--- src/rtl/obj_pkg.sv ---
// ---------------------------------------------------------------------------
// obj_pkg
// Shared definitions for the object row scanner:
//   - object shape / size encodings as found in attribute words 0 and 1
//   - scanner FSM state type and state constants
//   - obj_vsize(): vertical extent of an object in scanlines
// ---------------------------------------------------------------------------
package obj_pkg;

    localparam int unsigned IDX_W = 7;

    typedef enum logic [1:0] {
        SHAPE_SQUARE = 2'd0,
        SHAPE_WIDE   = 2'd1,
        SHAPE_TALL   = 2'd2,
        SHAPE_RSVD   = 2'd3
    } obj_shape_e;

    typedef enum logic [1:0] {
        SIZE_0 = 2'd0,
        SIZE_1 = 2'd1,
        SIZE_2 = 2'd2,
        SIZE_3 = 2'd3
    } obj_size_e;

    typedef logic [1:0] scan_state_t;

    localparam scan_state_t ST_IDLE  = 2'd0;
    localparam scan_state_t ST_READ  = 2'd1;
    localparam scan_state_t ST_EVAL  = 2'd2;
    localparam scan_state_t ST_DRAIN = 2'd3;

    // Base height from shape/size; affine double-size objects span twice the
    // lines. The largest result (64 doubled) is 128, which still fits 8 bits.
    function automatic logic [7:0] obj_vsize(input obj_shape_e shape,
                                             input obj_size_e  size,
                                             input logic       affine,
                                             input logic       dbl);
        logic [7:0] base;
        base = 8'd8;
        case ({shape, size})
            4'b00_00: base = 8'd8;
            4'b00_01: base = 8'd16;
            4'b00_10: base = 8'd32;
            4'b00_11: base = 8'd64;
            4'b01_00: base = 8'd8;
            4'b01_01: base = 8'd8;
            4'b01_10: base = 8'd16;
            4'b01_11: base = 8'd32;
            4'b10_00: base = 8'd16;
            4'b10_01: base = 8'd32;
            4'b10_10: base = 8'd32;
            4'b10_11: base = 8'd64;
            default:  base = 8'd8;
        endcase
        if (affine && dbl) begin
            base = {base[6:0], 1'b0};
        end else begin
            base = base;
        end
        return base;
    endfunction

endpackage

--- src/rtl/obj_idx_fifo.sv ---
// ---------------------------------------------------------------------------
// obj_idx_fifo
// Small synchronous queue of object indices with a registered head.
//   clk, rst_n   : clock, asynchronous active-low reset
//   push         : request to enqueue push_data
//   push_data    : value to enqueue
//   push_ok      : push will be taken this cycle (not full, or popping)
//   pop          : dequeue request (ignored when empty)
//   out_valid    : queue not empty (registered)
//   out_data     : current head (registered)
// DEPTH must be a power of two, at least 2, so pointers wrap naturally.
// ---------------------------------------------------------------------------
module obj_idx_fifo #(
    parameter int DEPTH = 4,
    parameter int WIDTH = 7
) (
    input  logic             clk,
    input  logic             rst_n,
    input  logic             push,
    input  logic [WIDTH-1:0] push_data,
    output logic             push_ok,
    input  logic             pop,
    output logic             out_valid,
    output logic [WIDTH-1:0] out_data
);

    localparam int PTR_W = $clog2(DEPTH);
    localparam int CNT_W = PTR_W + 1;

    logic [WIDTH-1:0] mem_r [DEPTH];
    logic [PTR_W-1:0] wr_ptr_r;
    logic [PTR_W-1:0] rd_ptr_r;
    logic [CNT_W-1:0] count_r;
    logic             valid_r;
    logic [WIDTH-1:0] head_r;

    logic             pop_s;
    logic             push_s;
    logic             full_s;
    logic [CNT_W-1:0] cnt_after_pop_s;
    logic [CNT_W-1:0] count_next_s;
    logic [PTR_W-1:0] rd_next_s;
    logic [WIDTH-1:0] head_next_s;

    // Occupancy, handshake and next-head computation. A pop frees a slot in
    // the same cycle, so a full queue can accept a simultaneous push.
    always_comb begin
        pop_s           = pop && valid_r;
        full_s          = (count_r == CNT_W'(DEPTH));
        push_ok         = !full_s || pop_s;
        push_s          = push && push_ok;
        cnt_after_pop_s = pop_s ? (count_r - CNT_W'(1)) : count_r;
        count_next_s    = push_s ? (cnt_after_pop_s + CNT_W'(1)) : cnt_after_pop_s;
        rd_next_s       = pop_s ? (rd_ptr_r + PTR_W'(1)) : rd_ptr_r;
        // The pushed value becomes the head only if nothing else remains.
        if (push_s && (cnt_after_pop_s == {CNT_W{1'b0}})) begin
            head_next_s = push_data;
        end else if (cnt_after_pop_s != {CNT_W{1'b0}}) begin
            head_next_s = mem_r[rd_next_s];
        end else begin
            head_next_s = {WIDTH{1'b0}};
        end
    end

    // Storage, pointers and registered head/valid.
    always_ff @(posedge clk or negedge rst_n) begin
        if (!rst_n) begin
            for (int k = 0; k < DEPTH; k++) begin
                mem_r[k] <= {WIDTH{1'b0}};
            end
            wr_ptr_r <= {PTR_W{1'b0}};
            rd_ptr_r <= {PTR_W{1'b0}};
            count_r  <= {CNT_W{1'b0}};
            valid_r  <= 1'b0;
            head_r   <= {WIDTH{1'b0}};
        end else begin
            if (push_s) begin
                mem_r[wr_ptr_r] <= push_data;
                wr_ptr_r        <= wr_ptr_r + PTR_W'(1);
            end
            rd_ptr_r <= rd_next_s;
            count_r  <= count_next_s;
            valid_r  <= (count_next_s != {CNT_W{1'b0}});
            head_r   <= head_next_s;
        end
    end

    assign out_valid = valid_r;
    assign out_data  = head_r;

endmodule

--- src/rtl/obj_row_scanner.sv ---
// ---------------------------------------------------------------------------
// obj_row_scanner
// Walks all 128 OAM entries for one scanline and queues, in ascending order,
// the indices of objects that overlap that line.
//   clk, rst_n            : clock, asynchronous active-low reset
//   start, row            : begin a scan of `row` (ignored while busy)
//   oam_rd, oam_idx       : OAM read strobe and entry index
//   oam_attr0, oam_attr1  : attribute words, valid one cycle after oam_rd
//   out_valid/out_ready   : handshake for out_idx
//   out_idx               : visible object index (queue head)
//   busy                  : scan in progress or queue not yet drained
//   done                  : one-cycle pulse at the end of a scan
//   num_visible           : indices enqueued during the current/last scan
// Build option: OBJ_DISABLE_SKIP_EN -- when defined, non-affine objects with
// the disable bit (attr0[9]) set are never reported.
// ---------------------------------------------------------------------------
module obj_row_scanner
    import obj_pkg::*;
#(
    parameter int MAX_OBJS   = 128,
    parameter int FIFO_DEPTH = 4
) (
    input  logic        clk,
    input  logic        rst_n,
    input  logic        start,
    input  logic [7:0]  row,
    output logic        oam_rd,
    output logic [6:0]  oam_idx,
    input  logic [15:0] oam_attr0,
    input  logic [15:0] oam_attr1,
    output logic        out_valid,
    input  logic        out_ready,
    output logic [6:0]  out_idx,
    output logic        busy,
    output logic        done,
    output logic [7:0]  num_visible
);

    scan_state_t state_r;
    scan_state_t state_next_s;
    logic [6:0]  idx_r;
    logic [6:0]  idx_next_s;
    logic [7:0]  num_vis_r;
    logic [7:0]  row_r;
    logic        eval_first_r;
    logic [7:0]  objy_r;
    logic        affine_r;
    logic        dbl_r;
    logic [1:0]  shape_r;
    logic [1:0]  size_r;
    logic        oam_rd_r;
    logic [6:0]  oam_idx_r;
    logic        busy_r;
    logic        done_r;

    logic [7:0]  objy_s;
    logic        affine_s;
    logic        dbl_s;
    logic [1:0]  shape_s;
    logic [1:0]  size_s;
    logic [7:0]  vsize_s;
    logic [7:0]  upper_s;
    logic        visible_s;
    logic        want_push_s;
    logic        push_ok_s;
    logic        accept_s;
    logic        stall_s;
    logic        last_s;
    logic [7:0]  num_vis_cnt_s;
    logic        fifo_valid_s;
    logic        pop_s;
    logic        unused_attr_s;

    // Attribute bits that play no part in vertical visibility.
    assign unused_attr_s = ^{oam_attr0[13:10], oam_attr1[13:0]};

    // Attribute fields come straight off the bus in the first EVAL cycle and
    // from the latched copy while EVAL is stalled on a full queue.
    always_comb begin
        if (eval_first_r) begin
            objy_s   = oam_attr0[7:0];
            affine_s = oam_attr0[8];
            dbl_s    = oam_attr0[9];
            shape_s  = oam_attr0[15:14];
            size_s   = oam_attr1[15:14];
        end else begin
            objy_s   = objy_r;
            affine_s = affine_r;
            dbl_s    = dbl_r;
            shape_s  = shape_r;
            size_s   = size_r;
        end
    end

    // Vertical overlap in 8-bit arithmetic. An object whose top is in the
    // lower half and whose bottom wrapped into the upper half covers the
    // lines from 0 up to the wrapped bottom.
    always_comb begin
        vsize_s   = obj_vsize(obj_shape_e'(shape_s), obj_size_e'(size_s), affine_s, dbl_s);
        upper_s   = objy_s + vsize_s;
        visible_s = (row_r < upper_s) && ((objy_s[7] && !upper_s[7]) || (objy_s <= row_r));
`ifdef OBJ_DISABLE_SKIP_EN
        if (!affine_s && dbl_s) begin
            visible_s = 1'b0;
        end else begin
            visible_s = visible_s;
        end
`endif
    end

    // FSM next state, entry index and end-of-scan decision.
    always_comb begin
        want_push_s   = (state_r == ST_EVAL) && visible_s;
        accept_s      = want_push_s && push_ok_s;
        stall_s       = want_push_s && !push_ok_s;
        num_vis_cnt_s = accept_s ? (num_vis_r + 8'd1) : num_vis_r;
        last_s        = (idx_r == 7'd127) || (num_vis_cnt_s >= 8'(MAX_OBJS));
        state_next_s  = state_r;
        idx_next_s    = idx_r;
        case (state_r)
            ST_IDLE: begin
                if (start) begin
                    state_next_s = ST_READ;
                    idx_next_s   = 7'd0;
                end else begin
                    state_next_s = ST_IDLE;
                end
            end
            ST_READ: begin
                state_next_s = ST_EVAL;
            end
            ST_EVAL: begin
                if (stall_s) begin
                    state_next_s = ST_EVAL;
                end else if (last_s) begin
                    state_next_s = ST_DRAIN;
                end else begin
                    state_next_s = ST_READ;
                    idx_next_s   = idx_r + 7'd1;
                end
            end
            ST_DRAIN: begin
                if (!fifo_valid_s) begin
                    state_next_s = ST_IDLE;
                end else begin
                    state_next_s = ST_DRAIN;
                end
            end
            default: begin
                state_next_s = ST_IDLE;
            end
        endcase
    end

    // Scanner state and registered outputs.
    always_ff @(posedge clk or negedge rst_n) begin
        if (!rst_n) begin
            state_r      <= ST_IDLE;
            idx_r        <= 7'd0;
            num_vis_r    <= 8'd0;
            row_r        <= 8'd0;
            eval_first_r <= 1'b0;
            objy_r       <= 8'd0;
            affine_r     <= 1'b0;
            dbl_r        <= 1'b0;
            shape_r      <= 2'd0;
            size_r       <= 2'd0;
            oam_rd_r     <= 1'b0;
            oam_idx_r    <= 7'd0;
            busy_r       <= 1'b0;
            done_r       <= 1'b0;
        end else begin
            state_r      <= state_next_s;
            idx_r        <= idx_next_s;
            eval_first_r <= (state_r == ST_READ);
            oam_rd_r     <= (state_next_s == ST_READ);
            oam_idx_r    <= idx_next_s;
            busy_r       <= (state_next_s != ST_IDLE);
            done_r       <= (state_r == ST_DRAIN) && !fifo_valid_s;
            if ((state_r == ST_IDLE) && start) begin
                row_r     <= row;
                num_vis_r <= 8'd0;
            end else begin
                num_vis_r <= num_vis_cnt_s;
            end
            if (eval_first_r) begin
                objy_r   <= objy_s;
                affine_r <= affine_s;
                dbl_r    <= dbl_s;
                shape_r  <= shape_s;
                size_r   <= size_s;
            end
        end
    end

    assign pop_s = fifo_valid_s && out_ready;

    obj_idx_fifo #(
        .DEPTH (FIFO_DEPTH),
        .WIDTH (IDX_W)
    ) u_fifo (
        .clk       (clk),
        .rst_n     (rst_n),
        .push      (want_push_s),
        .push_data (idx_r),
        .push_ok   (push_ok_s),
        .pop       (pop_s),
        .out_valid (fifo_valid_s),
        .out_data  (out_idx)
    );

    assign out_valid   = fifo_valid_s;
    assign oam_rd      = oam_rd_r;
    assign oam_idx     = oam_idx_r;
    assign busy        = busy_r;
    assign done        = done_r;
    assign num_visible = num_vis_r;

endmodule

--- config.mk ---
export PLATFORM = sky130hd
export DESIGN_NAME = obj_row_scanner
export DESIGN_NICKNAME = d
export VERILOG_FILES = /design/src/rtl/obj_pkg.sv /design/src/rtl/obj_idx_fifo.sv /design/src/rtl/obj_row_scanner.sv
export SDC_FILE = /design/constraint.sdc
export NUM_CORES = 1
export LEC_CHECK = 0
export ABC_AREA = 1
export CAP_MARGIN = 40
export CORE_MARGIN = 1
export CORE_UTILIZATION = 24
export CTS_CLUSTER_DIAMETER = 50
export DETAILED_ROUTE_END_ITERATION = 12
export HOLD_SLACK_MARGIN = 0.12
export PLACE_DENSITY = 0.45
export SYNTH_ARGS = -nofsm -noshare
export SYNTH_HDL_FRONTEND = slang
export SYNTH_HIERARCHICAL = 1
export SYNTH_SLANG_ARGS = --single-unit
--- constraint.sdc ---
create_clock -name clk -period 6.2 [get_ports clk]
set_input_delay 0.93 -clock clk [delete_from_list [all_inputs] [get_ports clk]]
set_output_delay 0.93 -clock clk [all_outputs]
set_load 0.1 [all_outputs]
# Word level (Yosys, flattened, before mapping)
# Memory sizes are Yosys's and may differ from the RTL's.
# Index checks and enable logic that the tools add are counted.
[op_classes]
n_bitwise = 2
n_lt_le_gt_ge = 6
reduce_logical = 26
n_eq_ne = 9
addsub = 7
mux = 28
[op_table]
columns = ["cell", "count"]
rows = [
  ["$mux W7", 8],
  ["$mux W8", 4],
  ["$bwmux W28", 1],
  ["$bmux W7 S2", 1],
  ["$demux W7 S2", 1],
  ["$pmux W7 S2", 1],
  ["$logic_and A1 B1 Y1", 12],
  ["$mux W2", 6],
  ["$add A8 B1 Y8 const B", 1],
  ["$add A8 B8 Y8", 1],
  ["$ge A8 B8 Y1 const B", 1],
  ["$le A8 B8 Y1", 1],
  ["$lt A8 B8 Y1", 1],
  ["$pmux W2 S4", 1],
  ["$add A7 B1 Y7 const B", 1],
  ["$eq A7 B7 Y1 const B", 1],
  ["$ge A3 B3 Y1 const B", 2],
  ["$mux W3", 2],
  ["$ne A2 B2 Y1 const B", 3],
  ["$not A2 Y3", 2],
  ["$reduce_bool A3 Y1", 2],
  ["$add A2 B1 Y2 const B", 2],
  ["$eq A2 B1 Y1 const B", 2],
  ["$eq A2 B2 Y1 const B", 2],
  ["other kinds (11)", 19],
]
[totals]
ff_bits = 86
word_cells = 101
n_memories = 1
romBits = 64
output_inout_bits = 26
[mem_list]
columns = ["memory", "words", "width", "rd", "rd_ports_with_merged_regs", "wr", "line", "rtl"]
rows = [
  ["(no name shown)", 16, 4, 1, 0, 0, "obj_pkg.sv:41", "case ({shape, size})"],
]

# Logic depth before layout (Yosys ltp)
# Gate-level depths: netlist of run 1.
[depth]
word_depth = 17
ltp_mapped = 32
ltp_nobuf = 30

# Hierarchy
# The synthesis of run 1 kept the hierarchy.
[by_module_without_submodules]
columns = ["mod", "cells_per_inst", "seq_area_each_um2", "area_per_inst_um2", "instances"]
rows = [
  ["obj_row_scanner", 356, 1076.0, 2798.9, 1],
  ["obj_idx_fifo", 241, 1076.0, 2120.8, 1],
]

# Worst setup path after synthesis of run 1
# Ideal clock, no wire load.
[synth_timing]
path_kind = "input-to-reg"
start = "in oam_attr1[15]"
end = "reg u_fifo/mem_r[12] (netlist name)"
arrival_ps = 4410
setup_ps = 126
setup_slack_ps = 1664
cell_stages = 25
n_path_buf = 1
path_cell_list = "or2_2 o21ai_0 ha_1 nand3_1 a21oi_1 ha_1 inv_1 fa_1 o21ai_0 nand2_1 nand2_1 nand3_2 and2_1 ha_1 a21oi_1 nand2_1 a21oi_1 nand2_1 inv_2 nand2_4 inv_6 nand2_4 buf_6 nand2_1 o21ai_1"
[synth_between]
elab_chain_cells = 10
elab_cells_between_ends = 11
cone_classes = "add/sub (1); order compare (1); mux (2); reduce/logical (6); memory (1)"
[synth_lines]
columns = ["item", "line", "rtl"]
rows = [
  ["start, declared", "obj_row_scanner.sv:30", "input logic [15:0] oam_attr1,"],
  ["$mux W2 (*)", "obj_row_scanner.sv:80", "if (eval_first_r) begin"],
  ["$mem_v2 Z16 W4 (*)", "-", ""],
  ["$mux W8 (*)", "obj_pkg.sv:56", "if (affine && dbl) begin"],
  ["$add A8 B8 Y8 (*)", "obj_row_scanner.sv:100", "upper_s = objy_s + vsize_s;"],
  ["parallel branches: the longest is 3 deep, another holds $lt A8 B8 Y1", "-", ""],
  ["$logic_and A1 B1 Y1 (*)", "obj_row_scanner.sv:101", "visible_s = (row_r < upper_s) && ((objy_s[7] && !upper_s[7]) || (objy_s <= row_r));"],
  ["$logic_and A1 B1 Y1 (*)", "obj_row_scanner.sv:113", "want_push_s = (state_r == ST_EVAL) && visible_s;"],
  ["named net want_push_s", "obj_row_scanner.sv:64", "logic want_push_s;"],
  ["$logic_and A1 B1 Y1 (*)", "obj_idx_fifo.sv:51", "push_s = push && push_ok;"],
  ["end signal, assigned by index", "obj_idx_fifo.sv:69", "mem_r[k] <= {WIDTH{1'b0}};"],
  ["end signal, assigned by index", "obj_idx_fifo.sv:78", "mem_r[wr_ptr_r] <= push_data;"],
  ["end, declared", "obj_idx_fifo.sv:30", "logic [WIDTH-1:0] mem_r [DEPTH];"],
]
# Mark *: on every way through the listed nets, which the timed path passes.
# A chain may end at the register's enable or synchronous reset.

# Final worst setup path of run 1
[layout_timing]
start = "in oam_attr1[15]"
end = "reg u_fifo/mem_r[5] (netlist name)"
# Same word-level chain as after synthesis.

==> qor.csv, run 1 <==
stage;metric;value;unit
run_status;status;finished clean;
placement;I/O Buffers;51;
worst_setup_path;launch point of the worst reg-to-reg path;eval_first_r;
grt;largest net degree at the start of global routing;58;
timing;final worst path period share;0.820;
timing;f_max;197;MHz
power;Sw Pwr;1.69;mW
grt;met3 Usage GRT;0.0233;
timing;RSZ-0062 raised after global routing;no;
grt;Global Route met2 Usage;0.196;
worst_setup_path;CP Data Arrival Time;5.31;ns
cts;htree depth;3;
grt;initial antenna violation count;0;
cts;CTS Hold Bufs;0;
final_layout;commonest non-fill, non-tap cells in the layout;nand2_1 (155), inv_1 (86), dfrtp_1 (86);
drt;vias;4037;
worst_setup_path;WP data required;6.42;ns
grt;GRT busiest layer;met2;
cts;Worst-Skew Late Latency;0.34;ns
final_layout;share of layout cells above drive strength 1;0.129;
timing;setup TNS;0;ns
drt;ANT nets after route;0;
drt;1st-iter DRT viols;197;
yosys;synth unique cells;34;
floorplanning;CORE AREA;20200;um2
yosys;register area share after synthesis;0.437;
worst_setup_path;crit path capture type;flip-flop;
worst_setup_path;r2r setup slk;1.47;ns
floorplanning;die extent in x;145;um
power;Total Power;3.51;mW
drt;Detailed Routing Iterations Pass 1;4;
final_layout;Final nets;756;
cts;Sink Count;86;
timing;Setup WS post-layout;1.11;ns
grt;vias in the first global route;4048;
yosys;EDFF count, synth;0;
yosys;flops & latches, synth;86;
floorplanning;initial core utilization;0.244;
timing;fin crit period;5.09;ns
drt;Routed WL;12.1;mm
worst_setup_path;Critical Path Source;oam_attr1[15];
floorplanning;die area;21100;um2
power;Sw Ratio;0.483;
drt;vias per cell;4.24;
timing;Final Hold Slack;0.478;ns
power;Comb pwr share;0.592;
cts;post_cts resized;0;
yosys;Mapped Cells;597;
yosys;Mapped Area;4920;um2
grt;GRT Total Usage;0.122;
final_layout;Area Overhead vs Synth;30.7;%
power;cell internal pwr;1.82;mW
cts;maximum clock path buffer count;2;
power;Sequential Power Share;0.243;
timing;Setup violations, final;0;
placement;DP Area;6120;um2
cts;Worst-path clk slew;0.06;ns
final_layout;commonest non-fill, non-tap cell in the layout;nand2_1;
yosys;Yosys warnings;6;
cts;CTS tree;built;
cts;Post CTS Setup Buffer Count;0;
drt;DR WL/cell;12.7;um
yosys;Avg Cell Area, Syn;8.24;um2
grt;total gr overflow;0;
worst_setup_path;critical path startpoint category;input pin;
yosys;main flop type after synthesis;dfrtp_1;
yosys;Post-Syn Nets;676;
timing;final clock skew;0.00885;ns
timing;worst-margin pin slew;0.762;ns
cts;clk root buf;clkbuf_16;
floorplanning;Die Y;145;um
final_layout;Antenna Cells;0;
floorplanning;cell row count;52;
power;Clk pwr share;0.165;
worst_hold_path;Hold WC Path Type;flip-flop to flip-flop;
yosys;post-synthesis async set-or-reset flop share;1.00;
power;VDD IR max;0.389;mV
placement;pre-CTS setup slack;0.751;ns
timing;Final Max Slew Viols;0;
worst_hold_path;Hold Path Origin;objy_r[3];
grt;met1 usage;0.162;
worst_setup_path;Crit Path Category;input pin to flip-flop;
timing;Final Hold Violating Endpoints;0;
final_layout;post-route cell area;6430;um2
floorplanning;# IOs;70;
power;PwrDens;546;nW/um2
grt;global-route wire length before repair;20.2;mm
worst_setup_path;Critical Path Fanout Max;14;
job;total of max-cap violations;0;
drt;# DRC;0;
power;LEAKAGE;3.10;nW
placement;GP Congestion;0.801;
placement;DPL Wire Length;8.46;mm
cts;TritonCTS Buffers;9;
timing;Slew HR;0.492;
## kinds of logic after synthesis
kind of cell	Yosys count	share of synthesized area
compound gates	83	0.0880
xor+xnor	9	0.0160
fa+ha+maj	35	0.0905
buf+inv	101	0.0885
flops	86	0.437
simple gates	283	0.280
## path summary, 6_finish.rpt
kind | cells after the start | endpoint
max | 25 | u_fifo/mem_r[5]
min | 2 | objy_r[3]
max reg2reg | 24 | u_fifo/mem_r[5]
min reg2reg | 2 | objy_r[3]
max in group asynchronous | 2 | state_r[1]
min in group asynchronous | 1 | u_fifo/out_data[5]
## state kept, by name (all words and copies together), names as in the netlist, 2 cells and up
| register | flops |
|---|---|
| u_fifo/count_r | 3 |
| u_fifo/wr_ptr_r | 2 |
| objy_r | 8 |
| u_fifo/out_data | 7 |
| state_r | 2 |
| row_r | 8 |
| oam_idx | 7 |
| shape_r | 2 |
| size_r | 2 |
| u_fifo/rd_ptr_r | 2 |
| num_visible | 8 |
| u_fifo/mem_r | 28 |
## per-layer routing
layer / part of all wire / routed length, um
met5: 0 / 0
met4: 0.013 / 157
met3: 0.041 / 498
met2: 0.46 / 5590
met1: 0.48 / 5830
## power by group through the flow
stage	clock (mW)	sequential [mW]	combinational (mW)
after floorplan	0	1.13	1.24
after global placement	0	0.860	1.92
after detailed placement	0	0.864	2.08
after CTS	0.601	0.857	2.10
after global routing	0.624	0.877	2.35
final	0.580	0.854	2.08
## per-stage QoR
stage,utilization,cells
after global placement,0.283,910
after floorplan,-,597
after detailed placement,0.303,936
after CTS,0.319,952
final,0.319,952
after global routing,0.319,952
## worst max-delay path: stages
cell             delay (ns)
clkdlybuf4s50_1        0.39
or2_2                  0.28
o21ai_0                0.22
ha_1                   0.27
nand3_1                0.11
a21oi_1                0.24
ha_1                   0.21
inv_1                  0.06
fa_1                   0.39
o21ai_0                0.20
nand2_1                0.07
nand2_1                0.10
nand3_2                0.09
and2_1                 0.17
ha_1                   0.28
a21oi_1                0.14
nand2_1                0.06
a21oi_1                0.32
nand2_1                0.12
inv_2                  0.12
nand2_4                0.10
inv_6                  0.12
nand2_4                0.14
nand2_1                0.10
o21ai_1                0.06
## cell type report
class,count,area [um2]
fill,2146,13700
multi-input combinational,410,2330
timing repair buffer,80,946
tap,270,338
clock inverter,5,83.8
sequential,86,2150
clock buffer,11,233
inverter,90,348
## cell usage after synthesis, types with 2 or more instances
cell        n  area [um2]
nor3_1      4        20.0
nand4_1     6        37.5
or2_2       6        37.5
nor2_1     18        67.6
a31oi_1     2        12.5
o21ai_0    27         135
or2_0       2        12.5
clkbuf_1    4        15.0
o21ai_2     2        17.5
nand3_2     5        50.1
nor2_4      3        33.8
xnor2_1     2        17.5
nand2_2    11        68.8
inv_6       2        17.5
nand2_1   155         582
xor2_1      7        61.3
o21a_1      2        15.0
nand2_4    10         113
nor3b_1     3        22.5
nand3_1    55         275
inv_2       2        7.51
buf_6       6        67.6
ha_1       34         425
dfrtp_1    86        2150
inv_1      86         323
nand3_4     2        35.0
a21oi_1    17        85.1
o21ai_1    32         160
(Power assumes the default switching activity.)
==> run 2, diff against run 1 <==
clock period = 4.8 ns   (was 6.2 ns; I/O delays follow)
==> qor.csv, run 2 (same netlist as run 1, synthesis figures left out) <==
stage;metric;value;unit;change
power;Total Power;4.75;mW;+35%
floorplanning;cell row count;52;;unchanged
final_layout;post-route cell area;6600;um2;+2.7%
floorplanning;die extent in x;145;um;unchanged
worst_hold_path;Hold WC Path Type;input pin to async pin;;
timing;final clock skew;0.00882;ns;-0.0000283 ns
final_layout;Final nets;776;;+2.6%
drt;vias;4108;;+1.8%
floorplanning;initial core utilization;0.244;;unchanged
grt;largest net degree at the start of global routing;51;;-12%
cts;CTS tree;built;;
final_layout;Antenna Cells;0;;unchanged
worst_setup_path;CP max-delay cell;fa_1;;
worst_setup_path;critical path buffer and inverter count;5;;+1
cts;htree depth;3;;unchanged
drt;DR WL/cell;12.4;um;-1.9%
drt;Detailed Routing Iterations Pass 1;5;;+1
power;LEAKAGE;3.20;nW;+3.4%
run_status;status;finished clean;;
floorplanning;# IOs;70;;unchanged
final_layout;Layout fillers;2127;;-0.89%
grt;global-route wire length before repair;20.7;mm;+2.2%
worst_setup_path;critical path startpoint category;input pin;;
grt;vias in the first global route;4095;;+1.2%
worst_setup_path;WP depth;29;;+16%
power;VDD IR max;0.298;mV;-23%
cts;CTS Hold Bufs;0;;unchanged
timing;RSZ-0062 raised after global routing;no;;
timing;worst-margin pin slew;0.679;ns;-0.0829 ns
worst_setup_path;Critical Path Fanout Max;6;;-8
floorplanning;die area;21100;um2;unchanged
worst_setup_path;WP data required;5.09;ns;-1.33 ns
grt;GRT Total Usage;0.124;;+0.00187
worst_setup_path;Crit Path Category;input pin to flip-flop;;
timing;setup TNS;0;ns;unchanged
power;PwrDens;719;nW/um2;+32%
worst_setup_path;CP dominant cell by count;nand2_1;;
grt;total gr overflow;0;;unchanged
timing;final worst path period share;0.916;;
timing;fin crit period;4.40;ns;
placement;pre-CTS setup slack;-0.221;ns;-0.972 ns
timing;Setup violations, final;0;;unchanged
timing;Setup WS post-layout;0.404;ns;-0.711 ns
drt;vias per cell;4.23;;-0.34%
final_layout;share of layout cells above drive strength 1;0.161;;+0.0319
cts;Sink Count;86;;unchanged
worst_setup_path;CP Data Arrival Time;4.68;ns;-0.63 ns
placement;DP Area;6270;um2;+2.5%
drt;ANT nets after route;0;;unchanged
grt;initial antenna violation count;0;;unchanged
worst_setup_path;Top delay family on crit path;simple AND/OR/NAND/NOR gates;;
placement;DPL Wire Length;8.64;mm;+2.1%
final_layout;Most flops, register;u_fifo/mem_r;;
cts;TritonCTS Buffers;9;;unchanged
drt;# DRC;0;;unchanged
placement;placed cells;954;;+1.9%
timing;Final Hold Violating Endpoints;0;;unchanged
worst_setup_path;Worst R2R End;oam_idx[1];;
final_layout;Largest register FFs;28;;unchanged
cts;clk root buf;clkbuf_16;;
drt;Routed WL;12.1;mm;+0.18%
timing;Slew HR;0.547;;+0.0552
worst_setup_path;launch point of the worst reg-to-reg path;eval_first_r;;
cts;maximum clock path buffer count;2;;unchanged
floorplanning;CORE AREA;20200;um2;unchanged
final_layout;Finished Layout Cells;972;;+2.1%
placement;GP Congestion;0.796;;-0.60%
cts;Worst-Skew Late Latency;0.34;ns;about the same
cts;Worst-path clk slew;0.07;ns;about the same
placement;I/O Buffers;51;;unchanged
worst_setup_path;worst r2r path cells;28;;+17%
final_layout;commonest non-fill, non-tap cells in the layout;nand2_1 (155), inv_1 (86), dfrtp_1 (86);;
drt;1st-iter DRT viols;169;;-14%
timing;f_max;227;MHz;
worst_setup_path;crit path capture type;flip-flop;;
timing;Final Max Slew Viols;0;;unchanged
worst_setup_path;r2r setup slk;0.55;ns;-0.92 ns
final_layout;commonest non-fill, non-tap cell in the layout;nand2_1;;
worst_setup_path;CP max stage delay;0.43;ns;+0.04 ns
job;total of max-cap violations;0;;unchanged
floorplanning;Die Y;145;um;unchanged
final_layout;Area Overhead vs Synth;34.2;%;
run 2: repair_timing:
action                                  in CTS  in global routing
setup buffers                                0                  2
endpoints found under the setup margin       0                 56
resized for setup                            0                  9
run 2: how the worst max path moves through the flow:
stage | to | slack (ns) | startpoint
floorplan | u_fifo/mem_r[12] | 0.47 | oam_attr1[15]
global route | oam_idx[4] | 0.01 | oam_attr1[15]
global placement | oam_idx[4] | -0.14 | oam_attr1[14]
detailed placement | oam_idx[4] | -0.22 | oam_attr1[14]
CTS | oam_idx[4] | 0.13 | oam_attr1[14]
finish | oam_idx[1] | 0.40 | oam_attr1[15]
run 2: per-stage QoR:
stage,util,hold slack [ns]
3_3_place_gp,0.289,0.451
2_1_floorplan,-,0.424
6_report,0.327,0.399
4_1_cts,0.326,0.436
5_1_grt,0.327,0.471
3_5_place_dp,0.311,0.454
run 2: power by group:
| part | internal (mW) | switching, mW |
|---|---|---|
| clock network | 0.432 | 0.288 |
| logic | 1.11 | 1.81 |
| registers | 0.959 | 0.151 |
| total | 2.50 | 2.25 |
run 2: cell type report:
class | instances | area (um2) | area share
well taps | 270 | 338 | 0.0512
inverters | 90 | 348 | 0.0527
flip-flops and latches | 86 | 2150 | 0.326
clock buffers | 13 | 260 | 0.0394
clock inverters | 3 | 42.5 | 0.00644
multi-input cells | 410 | 2350 | 0.356
repair buffers | 100 | 1110 | 0.168
run 2: metal layers:
metal	global-route usage	wire (um)	up-vias
met5	0	0	-
met1	0.165	5840	1919
met3	0.0223	444	6
met2	0.201	5710	73
li1	-	-	2110
met4	0.0421	103	0
==> run 3, diff against run 2 <==
CTS_BUF_LIST = sky130_fd_sc_hd__clkbuf_4 sky130_fd_sc_hd__clkbuf_8   (was default)
==> qor.csv, run 3 (same netlist as run 1, synthesis figures left out) <==
stage;metric;value;unit;change
drt;DR WL/cell;12.3;um;-0.88%
cts;clk root buf;clkbuf_8;;
floorplanning;die extent in x;145;um;unchanged
drt;vias;4122;;+0.34%
floorplanning;initial core utilization;0.244;;unchanged
worst_setup_path;launch point of the worst reg-to-reg path;eval_first_r;;
timing;Final Hold Violating Endpoints;0;;unchanged
power;LEAKAGE;3.16;nW;-1.2%
worst_hold_path;Hold WC Path Type;input pin to async pin;;
final_layout;Layout fillers;2129;;+0.094%
final_layout;Area Overhead vs Synth;32.2;%;
worst_setup_path;Critical Path Fanout Max;6;;unchanged
timing;f_max;228;MHz;+0.40%
final_layout;Largest register FFs;28;;unchanged
floorplanning;cell row count;52;;unchanged
worst_setup_path;crit path capture type;flip-flop;;
drt;1st-iter DRT viols;154;;-8.9%
drt;max layer used;met4;;
cts;Sink Count;86;;unchanged
drt;M1 wire length;5.78;mm;-1.1%
worst_setup_path;CP dominant cell by count;nand2_1;;
job;total of max-cap violations;0;;unchanged
drt;# DRC;0;;unchanged
cts;Worst-path clk slew;0.09;ns;+0.02 ns
worst_setup_path;CP Data Arrival Time;4.69;ns;about the same
final_layout;Most flops, register;u_fifo/mem_r;;
grt;GRT Total Usage;0.123;;-0.00122
worst_setup_path;CP max-delay cell;fa_1;;
final_layout;Final nets;776;;unchanged
drt;Met2 Routed Length;5.56;mm;-2.7%
final_layout;Finished Layout Cells;972;;unchanged
placement;DP Area;6270;um2;unchanged
placement;I/O Buffers;51;;unchanged
timing;RSZ-0062 raised after global routing;no;;
worst_setup_path;CP max stage delay;0.40;ns;-0.03 ns
worst_setup_path;Worst R2R End;oam_idx[1];;
worst_setup_path;critical path startpoint category;input pin;;
power;Clk pwr share;0.119;;-0.033
final_layout;commonest non-fill, non-tap cell in the layout;nand2_1;;
worst_setup_path;r2r setup slk;0.55;ns;about the same
grt;largest net degree at the start of global routing;51;;unchanged
power;Sw Ratio;0.486;;+0.0123
timing;Final Max Slew Viols;0;;unchanged
cts;htree depth;3;;unchanged
power;cell internal pwr;2.34;mW;-6.2%
drt;Detailed Routing Iterations Pass 1;5;;unchanged
cts;Worst-Skew Late Latency;0.36;ns;+0.02 ns
worst_setup_path;Crit Path Category;input pin to flip-flop;;
timing;fin crit period;4.38;ns;-0.0176 ns
cts;CTS tree;built;;
timing;Setup violations, final;0;;unchanged
timing;final clock skew;0.00846;ns;-0.000361 ns
power;Total Power;4.56;mW;-4.0%
worst_setup_path;worst r2r path cells;26;;-7.1%
timing;worst-margin pin slew;0.680;ns;+0.000584 ns
timing;Final Hold Slack;0.377;ns;-0.0229 ns
grt;vias in the first global route;4087;;-0.20%
floorplanning;Die Y;145;um;unchanged
final_layout;post-route cell area;6510;um2;-1.5%
placement;GP Congestion;0.796;;unchanged
timing;final worst path period share;0.912;;-0.00367
timing;Slew HR;0.547;;about the same
timing;setup TNS;0;ns;unchanged
drt;ANT nets after route;0;;unchanged
final_layout;commonest non-fill, non-tap cells in the layout;nand2_1 (155), inv_1 (86), dfrtp_1 (86);;
cts;maximum clock path buffer count;2;;unchanged
placement;placed cells;954;;unchanged
drt;met3 routed wirelength;505;um;+14%
power;Comb pwr share;0.638;;+0.023
drt;vias per cell;4.24;;+0.34%
floorplanning;CORE AREA;20200;um2;unchanged
grt;initial antenna violation count;0;;unchanged
worst_setup_path;WP data required;5.11;ns;+0.02 ns
power;Sequential Power Share;0.243;;+0.009
power;VDD IR max;0.288;mV;-3.5%
floorplanning;# IOs;70;;unchanged
final_layout;share of layout cells above drive strength 1;0.162;;+0.00142
final_layout;Antenna Cells;0;;unchanged
power;PwrDens;701;nW/um2;-2.5%
cts;CTS Hold Bufs;0;;unchanged
power;Sw Pwr;2.22;mW;-1.5%
run_status;status;finished clean;;
drt;Routed WL;12.0;mm;-0.88%
grt;global-route wire length before repair;20.5;mm;-0.73%
placement;DPL Wire Length;8.64;mm;unchanged
grt;total gr overflow;0;;unchanged
floorplanning;die area;21100;um2;unchanged
cts;TritonCTS Buffers;9;;unchanged
-- run 3: changes by cell type in the layout (fill, tap and decap cells not counted) --
cell / change
clkbuf_16: -9
clkbuf_8: +9
clkbuf_1: -2
clkbuf_4: +2
a21oi_1: +1
a21oi_2: -1
-- run 3: worst max-delay path: cells and delay by family --
kind / cells / cell delay, ns
compound gates: 5 / 0.74
fa+ha+maj: 4 / 1.10
buf+inv: 4 / 0.72
simple gates: 13 / 1.41
-- run 3: area by class of cell --
type	count	area, um2	area share
multi-input cells	410	2350	0.361
flip-flops and latches	86	2150	0.331
repair buffers	100	1110	0.171
inverters	90	348	0.0535
well taps	270	338	0.0519
clock buffers	13	166	0.0256
clock inverters	3	42.5	0.00654
-- run 3: power by group through the flow --
stage | Clock [mW] | Combinational, mW | Sequential (mW)
6_report | 0.543 | 2.91 | 1.11
4_1_cts | 0.573 | 2.90 | 1.11
2_1_floorplan | 0 | 1.60 | 1.45
3_3_place_gp | 0 | 2.66 | 1.12
3_5_place_dp | 0 | 2.88 | 1.12
5_1_grt | 0.602 | 3.28 | 1.14
-- run 3: timing repair --
action	CTS	global route
setup buffers	0	2
setup endpoints to repair	0	56
resized for setup	0	8
-- run 3: worst max path at each step --
stage                   from               end  slack, ns
6_report       oam_attr1[14]        oam_idx[1]       0.42
3_3_place_gp   oam_attr1[14]        oam_idx[4]      -0.14
3_5_place_dp   oam_attr1[14]        oam_idx[4]      -0.22
2_1_floorplan  oam_attr1[15]  u_fifo/mem_r[12]       0.47
4_1_cts        oam_attr1[14]        oam_idx[4]       0.16
5_1_grt        oam_attr1[14]        oam_idx[4]       0.01
-- run 3: metrics by stage --
stage | setup WS (ns) | util
global route | 0.0146 | 0.323
finish | 0.421 | 0.323
floorplan | 0.474 | -
detailed placement | -0.221 | 0.311
global placement | -0.137 | 0.289
CTS | 0.155 | 0.321
-- run 3: layer usage --
metal | up-vias | global-route usage
met1 | 1931 | 0.163
met5 | - | 0
met4 | 0 | 0.0405
met2 | 75 | 0.200
li1 | 2106 | -
met3 | 10 | 0.0214
